[config.mk]
export PLATFORM = sky130hd
export DESIGN_NAME = control_pipeline
export DESIGN_NICKNAME = d
export VERILOG_FILES = /design/src/rtl/control_pipeline_pkg.sv /design/src/rtl/control_pipeline_decode.sv /design/src/rtl/control_pipeline.sv
export SDC_FILE = /design/constraint.sdc
export NUM_CORES = 1
export LEC_CHECK = 0
export CAP_MARGIN = 20
export CORE_ASPECT_RATIO = 1.75
export CORE_MARGIN = 5
export CORE_UTILIZATION = 31
export DETAILED_ROUTE_END_ITERATION = 8
export GPL_TIMING_DRIVEN = 0
export HOLD_SLACK_MARGIN = 0.02
export PLACE_DENSITY = 0.76
export SLEW_MARGIN = 40
export SYNTH_ARGS = -nofsm -noshare
export SYNTH_HDL_FRONTEND = slang
export SYNTH_SLANG_ARGS = --single-unit
[constraint.sdc]
create_clock -name clk -period 1.01 [get_ports clk]
set_clock_uncertainty 0.05 [all_clocks]
set_input_delay 0.101 -clock clk [delete_from_list [all_inputs] [get_ports clk]]
set_output_delay 0.101 -clock clk [all_outputs]
set_load 0.02 [all_outputs]
[src/rtl/control_pipeline_pkg.sv]
`default_nettype none
// ============================================================================
// Module  : control_pipeline_pkg
// Brief   : Control-word field positions, opcodes, decoded words and stage masks
// Revision: 1.0
// ============================================================================
package control_pipeline_pkg;

  localparam int CTRL_W = 15;

  typedef logic [CTRL_W-1:0] ctrl_word_t;

  localparam int JMP_HI     = 14;
  localparam int JMP_LO     = 13;
  localparam int EX_HI      = 12;
  localparam int EX_LO      = 7;
  localparam int MEM_RD_BIT = 6;
  localparam int MEM_WR_BIT = 5;
  localparam int SIZE_HI    = 4;
  localparam int SIZE_LO    = 2;
  localparam int WB_HI      = 1;
  localparam int WB_LO      = 0;

  localparam logic [5:0] OP_RTYPE = 6'h00;
  localparam logic [5:0] OP_J     = 6'h02;
  localparam logic [5:0] OP_JAL   = 6'h03;
  localparam logic [5:0] OP_BEQ   = 6'h04;
  localparam logic [5:0] OP_BNE   = 6'h05;
  localparam logic [5:0] OP_ADDI  = 6'h08;
  localparam logic [5:0] OP_ANDI  = 6'h0C;
  localparam logic [5:0] OP_ORI   = 6'h0D;
  localparam logic [5:0] OP_XORI  = 6'h0E;
  localparam logic [5:0] OP_LB    = 6'h20;
  localparam logic [5:0] OP_LH    = 6'h21;
  localparam logic [5:0] OP_LW    = 6'h23;
  localparam logic [5:0] OP_LBU   = 6'h24;
  localparam logic [5:0] OP_LHU   = 6'h25;
  localparam logic [5:0] OP_SB    = 6'h28;
  localparam logic [5:0] OP_SH    = 6'h29;
  localparam logic [5:0] OP_SW    = 6'h2B;

  localparam ctrl_word_t W_NONE  = 15'h0000;
  localparam ctrl_word_t W_RTYPE = 15'h0602;
  localparam ctrl_word_t W_LW    = 15'h00C3;
  localparam ctrl_word_t W_LB    = 15'h00D7;
  localparam ctrl_word_t W_LBU   = 15'h00C7;
  localparam ctrl_word_t W_LH    = 15'h00DB;
  localparam ctrl_word_t W_LHU   = 15'h00CB;
  localparam ctrl_word_t W_SB    = 15'h00A4;
  localparam ctrl_word_t W_SH    = 15'h00A8;
  localparam ctrl_word_t W_SW    = 15'h00A0;
  localparam ctrl_word_t W_BEQ   = 15'h0800;
  localparam ctrl_word_t W_BNE   = 15'h1800;
  localparam ctrl_word_t W_IMM   = 15'h0382;
  localparam ctrl_word_t W_J     = 15'h4001;
  localparam ctrl_word_t W_JAL   = 15'h6003;

  // MEM drops JMP/EX fields; WB additionally drops MEM_RD/MEM_WR/SIZE.
  localparam ctrl_word_t MEM_KEEP = 15'h007F;
  localparam ctrl_word_t WB_KEEP  = 15'h0003;

  function automatic ctrl_word_t mem_stage_word(input ctrl_word_t w);
    return w & MEM_KEEP;
  endfunction

  function automatic ctrl_word_t wb_stage_word(input ctrl_word_t w);
    return w & WB_KEEP;
  endfunction

endpackage
`default_nettype wire

[src/rtl/control_pipeline_decode.sv]
`default_nettype none
// ============================================================================
// Module  : ctrl_decode
// Brief   : Combinational opcode -> 15-bit control word, flags undefined opcodes
// Revision: 1.0
// ============================================================================
module ctrl_decode
  import control_pipeline_pkg::*;
(
  input  logic [5:0]  in_opcode,
  output logic [14:0] out_word,
  output logic        out_illegal
);

  always_comb begin
    out_word    = W_NONE;
    out_illegal = 1'b0;
    case (in_opcode)
      OP_RTYPE: out_word = W_RTYPE;
      OP_LW:    out_word = W_LW;
      OP_LB:    out_word = W_LB;
      OP_LBU:   out_word = W_LBU;
      OP_LH:    out_word = W_LH;
      OP_LHU:   out_word = W_LHU;
      OP_SB:    out_word = W_SB;
      OP_SH:    out_word = W_SH;
      OP_SW:    out_word = W_SW;
      OP_BEQ:   out_word = W_BEQ;
      OP_BNE:   out_word = W_BNE;
      OP_ADDI, OP_ANDI, OP_ORI, OP_XORI: out_word = W_IMM;
      OP_J:     out_word = W_J;
      OP_JAL:   out_word = W_JAL;
      default:  out_illegal = 1'b1;
    endcase
  end

endmodule
`default_nettype wire

[src/rtl/control_pipeline.sv]
`default_nettype none
// ============================================================================
// Module  : control_pipeline
// Brief   : EX/MEM/WB control-word pipeline with load-use stall and flush.
//           Macro CTRL_PIPE_HAZARD_EN enables hazard stalls and stall counter.
// Revision: 1.0
// ============================================================================
module control_pipeline
  import control_pipeline_pkg::*;
#(
  parameter int REG_AW = 5,
  parameter int CNT_W  = 16
) (
  input  logic              clk,
  input  logic              rst,
  input  logic [5:0]        inOpcode,
  input  logic [REG_AW-1:0] inRs,
  input  logic [REG_AW-1:0] inRt,
  input  logic              inValid,
  input  logic              inFlush,
  output logic              outStall,
  output logic              outIllegal,
  output logic [14:0]       outCtrlEX,
  output logic [14:0]       outCtrlMEM,
  output logic [14:0]       outCtrlWB,
  output logic              outValidEX,
  output logic              outValidMEM,
  output logic              outValidWB,
  output logic [CNT_W-1:0]  outStallCnt
);

  ctrl_word_t        dec_word;
  logic              dec_illegal;
  logic              hazard;
  logic              bubble;

  ctrl_word_t        ex_word_q,  ex_word_d;
  ctrl_word_t        mem_word_q, mem_word_d;
  ctrl_word_t        wb_word_q,  wb_word_d;
  logic              ex_valid_q,  ex_valid_d;
  logic              mem_valid_q, mem_valid_d;
  logic              wb_valid_q,  wb_valid_d;
  logic [REG_AW-1:0] ex_rt_q,     ex_rt_d;

  ctrl_decode u_decode (
    .in_opcode   (inOpcode),
    .out_word    (dec_word),
    .out_illegal (dec_illegal)
  );

  assign outIllegal = dec_illegal & inValid;

  always_comb begin
    hazard = 1'b0;
`ifdef CTRL_PIPE_HAZARD_EN
    hazard = ex_valid_q & ex_word_q[MEM_RD_BIT] & (ex_rt_q != '0) & inValid &
             ((ex_rt_q == inRs) | (ex_rt_q == inRt));
`endif
    // Flush and hazard both inject a bubble; flush additionally suppresses the stall.
    bubble      = inFlush | hazard;
    ex_word_d   = bubble ? W_NONE : dec_word;
    ex_valid_d  = ~bubble & inValid;
    ex_rt_d     = inRt;
    mem_word_d  = mem_stage_word(ex_word_q);
    mem_valid_d = ex_valid_q;
    wb_word_d   = wb_stage_word(mem_word_q);
    wb_valid_d  = mem_valid_q;
  end

  always_ff @(posedge clk) begin
    if (!rst) begin
      ex_word_q   <= W_NONE;
      mem_word_q  <= W_NONE;
      wb_word_q   <= W_NONE;
      ex_valid_q  <= 1'b0;
      mem_valid_q <= 1'b0;
      wb_valid_q  <= 1'b0;
      ex_rt_q     <= '0;
    end else begin
      ex_word_q   <= ex_word_d;
      mem_word_q  <= mem_word_d;
      wb_word_q   <= wb_word_d;
      ex_valid_q  <= ex_valid_d;
      mem_valid_q <= mem_valid_d;
      wb_valid_q  <= wb_valid_d;
      ex_rt_q     <= ex_rt_d;
    end
  end

  assign outCtrlEX   = ex_word_q;
  assign outCtrlMEM  = mem_word_q;
  assign outCtrlWB   = wb_word_q;
  assign outValidEX  = ex_valid_q;
  assign outValidMEM = mem_valid_q;
  assign outValidWB  = wb_valid_q;

`ifdef CTRL_PIPE_HAZARD_EN
  logic             stall;
  logic [CNT_W-1:0] stall_cnt_q, stall_cnt_d;

  always_comb begin
    stall       = hazard & ~inFlush & rst;
    stall_cnt_d = stall_cnt_q;
    if (stall && (stall_cnt_q != '1)) begin
      stall_cnt_d = stall_cnt_q + CNT_W'(1);
    end
  end

  always_ff @(posedge clk) begin
    if (!rst) begin
      stall_cnt_q <= '0;
    end else begin
      stall_cnt_q <= stall_cnt_d;
    end
  end

  assign outStall    = stall;
  assign outStallCnt = stall_cnt_q;
`else
  logic unused_hazard_inputs;
  assign unused_hazard_inputs = ^{inRs, ex_rt_q, hazard};
  assign outStall    = 1'b0;
  assign outStallCnt = '0;
`endif

endmodule
`default_nettype wire
After elaboration in Yosys (flattened, before gate mapping)
Index checks and enable logic that the tools add are counted.
Widths: inputs -> output; s select.

cells by class
  equal/unequal tests = 16
  muxes and demuxes = 2
  bitwise gates (word level) = 4
  reductions and logical operators = 4

operator list
  kind                number
  $pmux 15 s14        1
  $eq 6x6->1 const B  8
  $eq 6x4->1 const B  4
  $reduce_or 17->1    1
  $eq 6x2->1 const B  2
  $eq 6x3->1 const B  2
  $logic_not 6->1     1
  $reduce_or 4->1     1
  $and 1x1->1         2
  $not 1->1           2
  $reduce_or 2->1     1
  $mux 1              1

word-level totals
  output and inout port bits = 66
  input bits = 20
  word-level logic and storage cells = 34
  flip-flop bits (word level) = 48

Logic depth before layout (Yosys ltp)
  depth after elaboration = 4
  gate-level depth with buffers = 5
  depth with buffers taken out = 4

Cells and area by module
Synthesis repeated with hierarchy kept, for this count alone.

second synthesis, totals
  cells, all modules = 147
  area, all modules = 1372.6 µm²

modules (own cells, without submodules)
  module            cells an instance  instances  seq. area each (µm²)  area each (µm²)
  control_pipeline  97                 1          540.5                 1062.3
  ctrl_decode       50                 1          0.0                   310.3

Least setup slack after synthesis
OpenSTA, ideal clock, no wires.

  path type = input -> output
  start point = input port inOpcode[5]
  end point = output port outIllegal
  stages = 3
  slack = -0.105 ns
  arrival = 0.964 ns
  data required time = 0.859 ns
  path buffers = 1
  path through = buf_6 > or4_4 > o2111a_1

on the way
  longest elaborated chain between the ends = 4
  elaborated cells between the ends (all ways) = 20
  those cells by class = 16 x eq/ne; 1 x mux; 1 x bitwise; 2 x reduce/logical

ends and longest elaborated chain
  what                                   RTL line                       source
  from (decl)                            control_pipeline.sv:16         input logic [5:0] inOpcode,
  $eq 6x6->1 (tied with other cells)     control_pipeline_decode.sv:18  case (in_opcode)
  $reduce_or 17->1 (no source line) (*)  -
  $mux 1 (*)                             control_pipeline_decode.sv:18
  $and 1x1->1 (*)                        control_pipeline.sv:51         assign outIllegal = dec_illegal & inValid;
  to (decl)                              control_pipeline.sv:22         output logic outIllegal,

Mark *: on every way between the ends. The rest lies on a longest branch, timed or not.

Worst setup path in the final report
  start point = input port inOpcode[2]
  end point = output port outIllegal

Same word-level chain as after synthesis.

==> results.sh <==
export IMPL_status="complete, but fails checks"
export IMPL_violations="setup timing"
export IMPL_cts_root_buffer="clkbuf_8"
export IMPL_synth_seq_cells=27
export IMPL_wirelength_um=2866
export IMPL_cp_end_kind="output pin"
export IMPL_drtIter0Drc=10
export IMPL_yosys_warnings=0
export IMPL_leakage_nw=1.030
export IMPL_dieHeight_um=93.03
export IMPL_port_buffers=36
export IMPL_yosysSeqAreaShare_pct=44.26
export IMPL_switching_share_pct=27.38
export IMPL_path_delay_family="simple AND/OR/NAND/NOR gates"
export IMPL_critical_path_startpoint_type="input port"
export IMPL_hold_depth=2
export IMPL_setup_viol=2
export IMPL_synth_top_family_by_area="buffers and inverters"
export IMPL_synth_xor_area_share_pct=0
export IMPL_start_util_pct=31.59
export IMPL_hold_ws_ps=63.26
export IMPL_worst_slack_ps=-173.2
export IMPL_period_share_pct=117.2
export IMPL_core_area_sq_mm=0.003866
export IMPL_drt_pass1_iterations=4
export IMPL_hold_start="inOpcode[0]"
export IMPL_synth_compound_area_share_pct=7.275
export IMPL_cts_tree="built"
export IMPL_syn_to_final_growth_pct=56.97
export IMPL_layout_drive_gt1_share_pct=48.61
export IMPL_grt_met2_usage_pct=21.13
export IMPL_io_pins=86
export IMPL_clock_sinks=27
export IMPL_grt_ovfl_total=0
export IMPL_die_w_um=57.45
export IMPL_path_buf_inv=2
export IMPL_rr_startpoint="outCtrlMEM[1]"
export IMPL_h_tree_depth=1
export IMPL_synth_top_area_share_pct=44.26
export IMPL_avgViaCountPerCell=3.822
export IMPL_grt_first_pass_wirelength_um=4271
export IMPL_reg2reg_depth=1
export IMPL_synth_cell_types=28
export IMPL_clock_path_buffers=2
export IMPL_final_nets=237
export IMPL_antenna_cells=0
export IMPL_p_per_area_mw_per_mm2=1139
export IMPL_hold_path_class="in2reg"
export IMPL_insertion_delay_ps=260
export IMPL_rows=30
export IMPL_switchingPower_mw=0.5977
export IMPL_slew_violations=0
export IMPL_yosys_area_share_simple_pct=21.82
export IMPL_syn_area_per_cell_sq_um=9.466
export IMPL_vias=1009
export IMPL_r2r_slack_ps=400
export IMPL_hold_path_end="outCtrlEX[3]"
export IMPL_critPathRequiredTime_ps=860
export IMPL_clk_pin_slew_ps=80
export IMPL_crit_arrival_ps=1030
export IMPL_postSynthCellCount=129
export IMPL_synth_fa_ha_area_share_pct=0
export IMPL_gp_congestion=0.7953
export IMPL_crit_path_cell_trace="buf_8, nand2b_4, or4_4, o2111a_2, buf_6"
export IMPL_synth_area_leader_cell="dfxtp_1"
export IMPL_pwr_share_seq_pct=49.4
export IMPL_grt_pass1_vias=977
export IMPL_peakVddDrop_v=0.0005387
export IMPL_async_flop_share_pct=0
export IMPL_synthFlopType="dfxtp_1"
export IMPL_post_drt_wl_per_cell_um=10.86
export IMPL_ant_nets=0
export IMPL_synth_top_cells_by_area="dfxtp_1, buf_4, and2_1"
export IMPL_drv_cap=0
export IMPL_grt_busiest_layer="met2"
export IMPL_cp_max_fo=4
export IMPL_cp_slowest_cell="or4_4"
export IMPL_place_ws_ps=-1101
export IMPL_syn_cell_area_sq_mm=0.001221
export IMPL_dp_hpwl_um=2133
export IMPL_min_period_ps=1183
export IMPL_drc=0
export IMPL_combPwrFrac_pct=23.7
export IMPL_hold_viol_final=0
export IMPL_dieArea_sq_mm=0.005344
export IMPL_grt_start_max_net_pins=16
export IMPL_critical_path_max_stage_delay_ps=420
export IMPL_r2r_end="outCtrlWB[1]"
export IMPL_clockPowerShare_pct=26.8
export IMPL_max_freq_mhz=845.1
export IMPL_synth_edf_count=0
export IMPL_internal_power_mw=1.586
export IMPL_crit_type="in2out"
export IMPL_nFillCells=379
export IMPL_globalRouteMet1Util_pct=7.234
export IMPL_gr_usage_met3_pct=2.486
export IMPL_grt_usage_pct=10.26
export IMPL_cts_buffers=3
export IMPL_grt_setup_unrepaired="true"
export IMPL_muxShareOfSynthArea_pct=0
export IMPL_antenna_found_initial=0
[through the flow]
stage               cell area [sq um]  std cells  utilization (%)  total power [mW]  setup TNS [ps]
floorplan                        1371        166                -             1.452          -50.08
global placement                 1792        250            46.34             1.542          -10130
detailed placement               1792        250            46.34             1.545          -10620
CTS                              1909        263            49.39             2.156          -555.1
global route                     1917        264            49.58             2.277          -308.2
finish                           1917        264            49.58             2.183          -237.1
[synthesized netlist by cell type, drive strengths merged (2+ instances only)]
library cell,n
a211oi,2
nor2,6
dfxtp,27
nor2b,3
buf,42
a21oi,6
and2,13
nor3,3
nor3b,2
nand2b,5
or2,2
and3,5
[how the worst max path moves through the flow]
stage	from	endpoint	slack [ps]	depth (start not counted)
5_1_grt	inOpcode[2]	outIllegal	-200	5
2_1_floorplan	inOpcode[5]	outIllegal	-50	3
4_1_cts	inOpcode[2]	outIllegal	-230	5
6_report	inOpcode[2]	outIllegal	-170	5
3_3_place_gp	inOpcode[0]	outIllegal	-1090	6
3_5_place_dp	inOpcode[0]	outIllegal	-1100	6
[flip-flops by register name (all words and copies together), names as in the netlist]
register / count
outValidWB: 1
outCtrlWB: 2
outCtrlMEM: 7
outValidMEM: 1
outValidEX: 1
outCtrlEX: 15
[metal layers]
metal	wire [um]	share of wire [%]
met4	107	3.7
met3	330	12
met5	0	0
met1	758	26
met2	1670	58
[cell type report]
| class | instances | area [sq um] | area share (%) |
|---|---|---|---|
| Timing Repair Buffer | 47 | 350.3 | 18.28 |
| Multi-Input combinational cell | 95 | 589.3 | 30.74 |
| Clock buffer | 3 | 41.29 | 2.154 |
| Tap cell | 48 | 60.06 | 3.133 |
| Clock inverter | 1 | 5.005 | 0.2611 |
| Buffer | 42 | 326.6 | 17.04 |
| Sequential cell | 27 | 540.5 | 28.20 |
| Inverter | 1 | 3.754 | 0.1958 |
[cells by family (layout without fill, tap and decap cells)]
| family | count (synthesis) | in the layout |
|---|---|---|
| other cells | 1 | 38 |
| flops | 27 | 27 |
| compound gates | 13 | 13 |
| buf+inv | 44 | 94 |
| simple gates | 44 | 44 |
[power groups by stage]
stage                     Sequential [mW]  Clock, mW  Combinational (mW)
after floorplan                      1.12          0               0.331
after global placement               1.10          0               0.438
after detailed placement             1.11          0               0.440
after CTS                            1.08      0.603               0.474
after global routing                 1.08      0.640               0.556
final                                1.08      0.586               0.518
[layout by cell type, fill, tap and decap left out, types with 2 or more instances in the layout]
master and count:
buf_4 47, conb_1 38, dfxtp_1 27, buf_2 23, and2_1 13, clkdlybuf4s15_2 6
buf_6 5, nor2_1 5, and3_1 5, a21oi_1 4, nand2b_4 3, clkbuf_8 3
buf_8 2, nor2b_4 2, nand2b_1 2, or2_1 2, a211oi_1 2, nor3_2 2
dlygate4sd3_1 2
[what timing repair did]
item,CTS,global route
gates resized for setup,129,32
pin swaps,4,5
hold buffers,1,1
setup buffers,8,1
setup endpoints to repair,43,20
hold endpoints to repair,1,1
(Power assumes the default switching activity.)
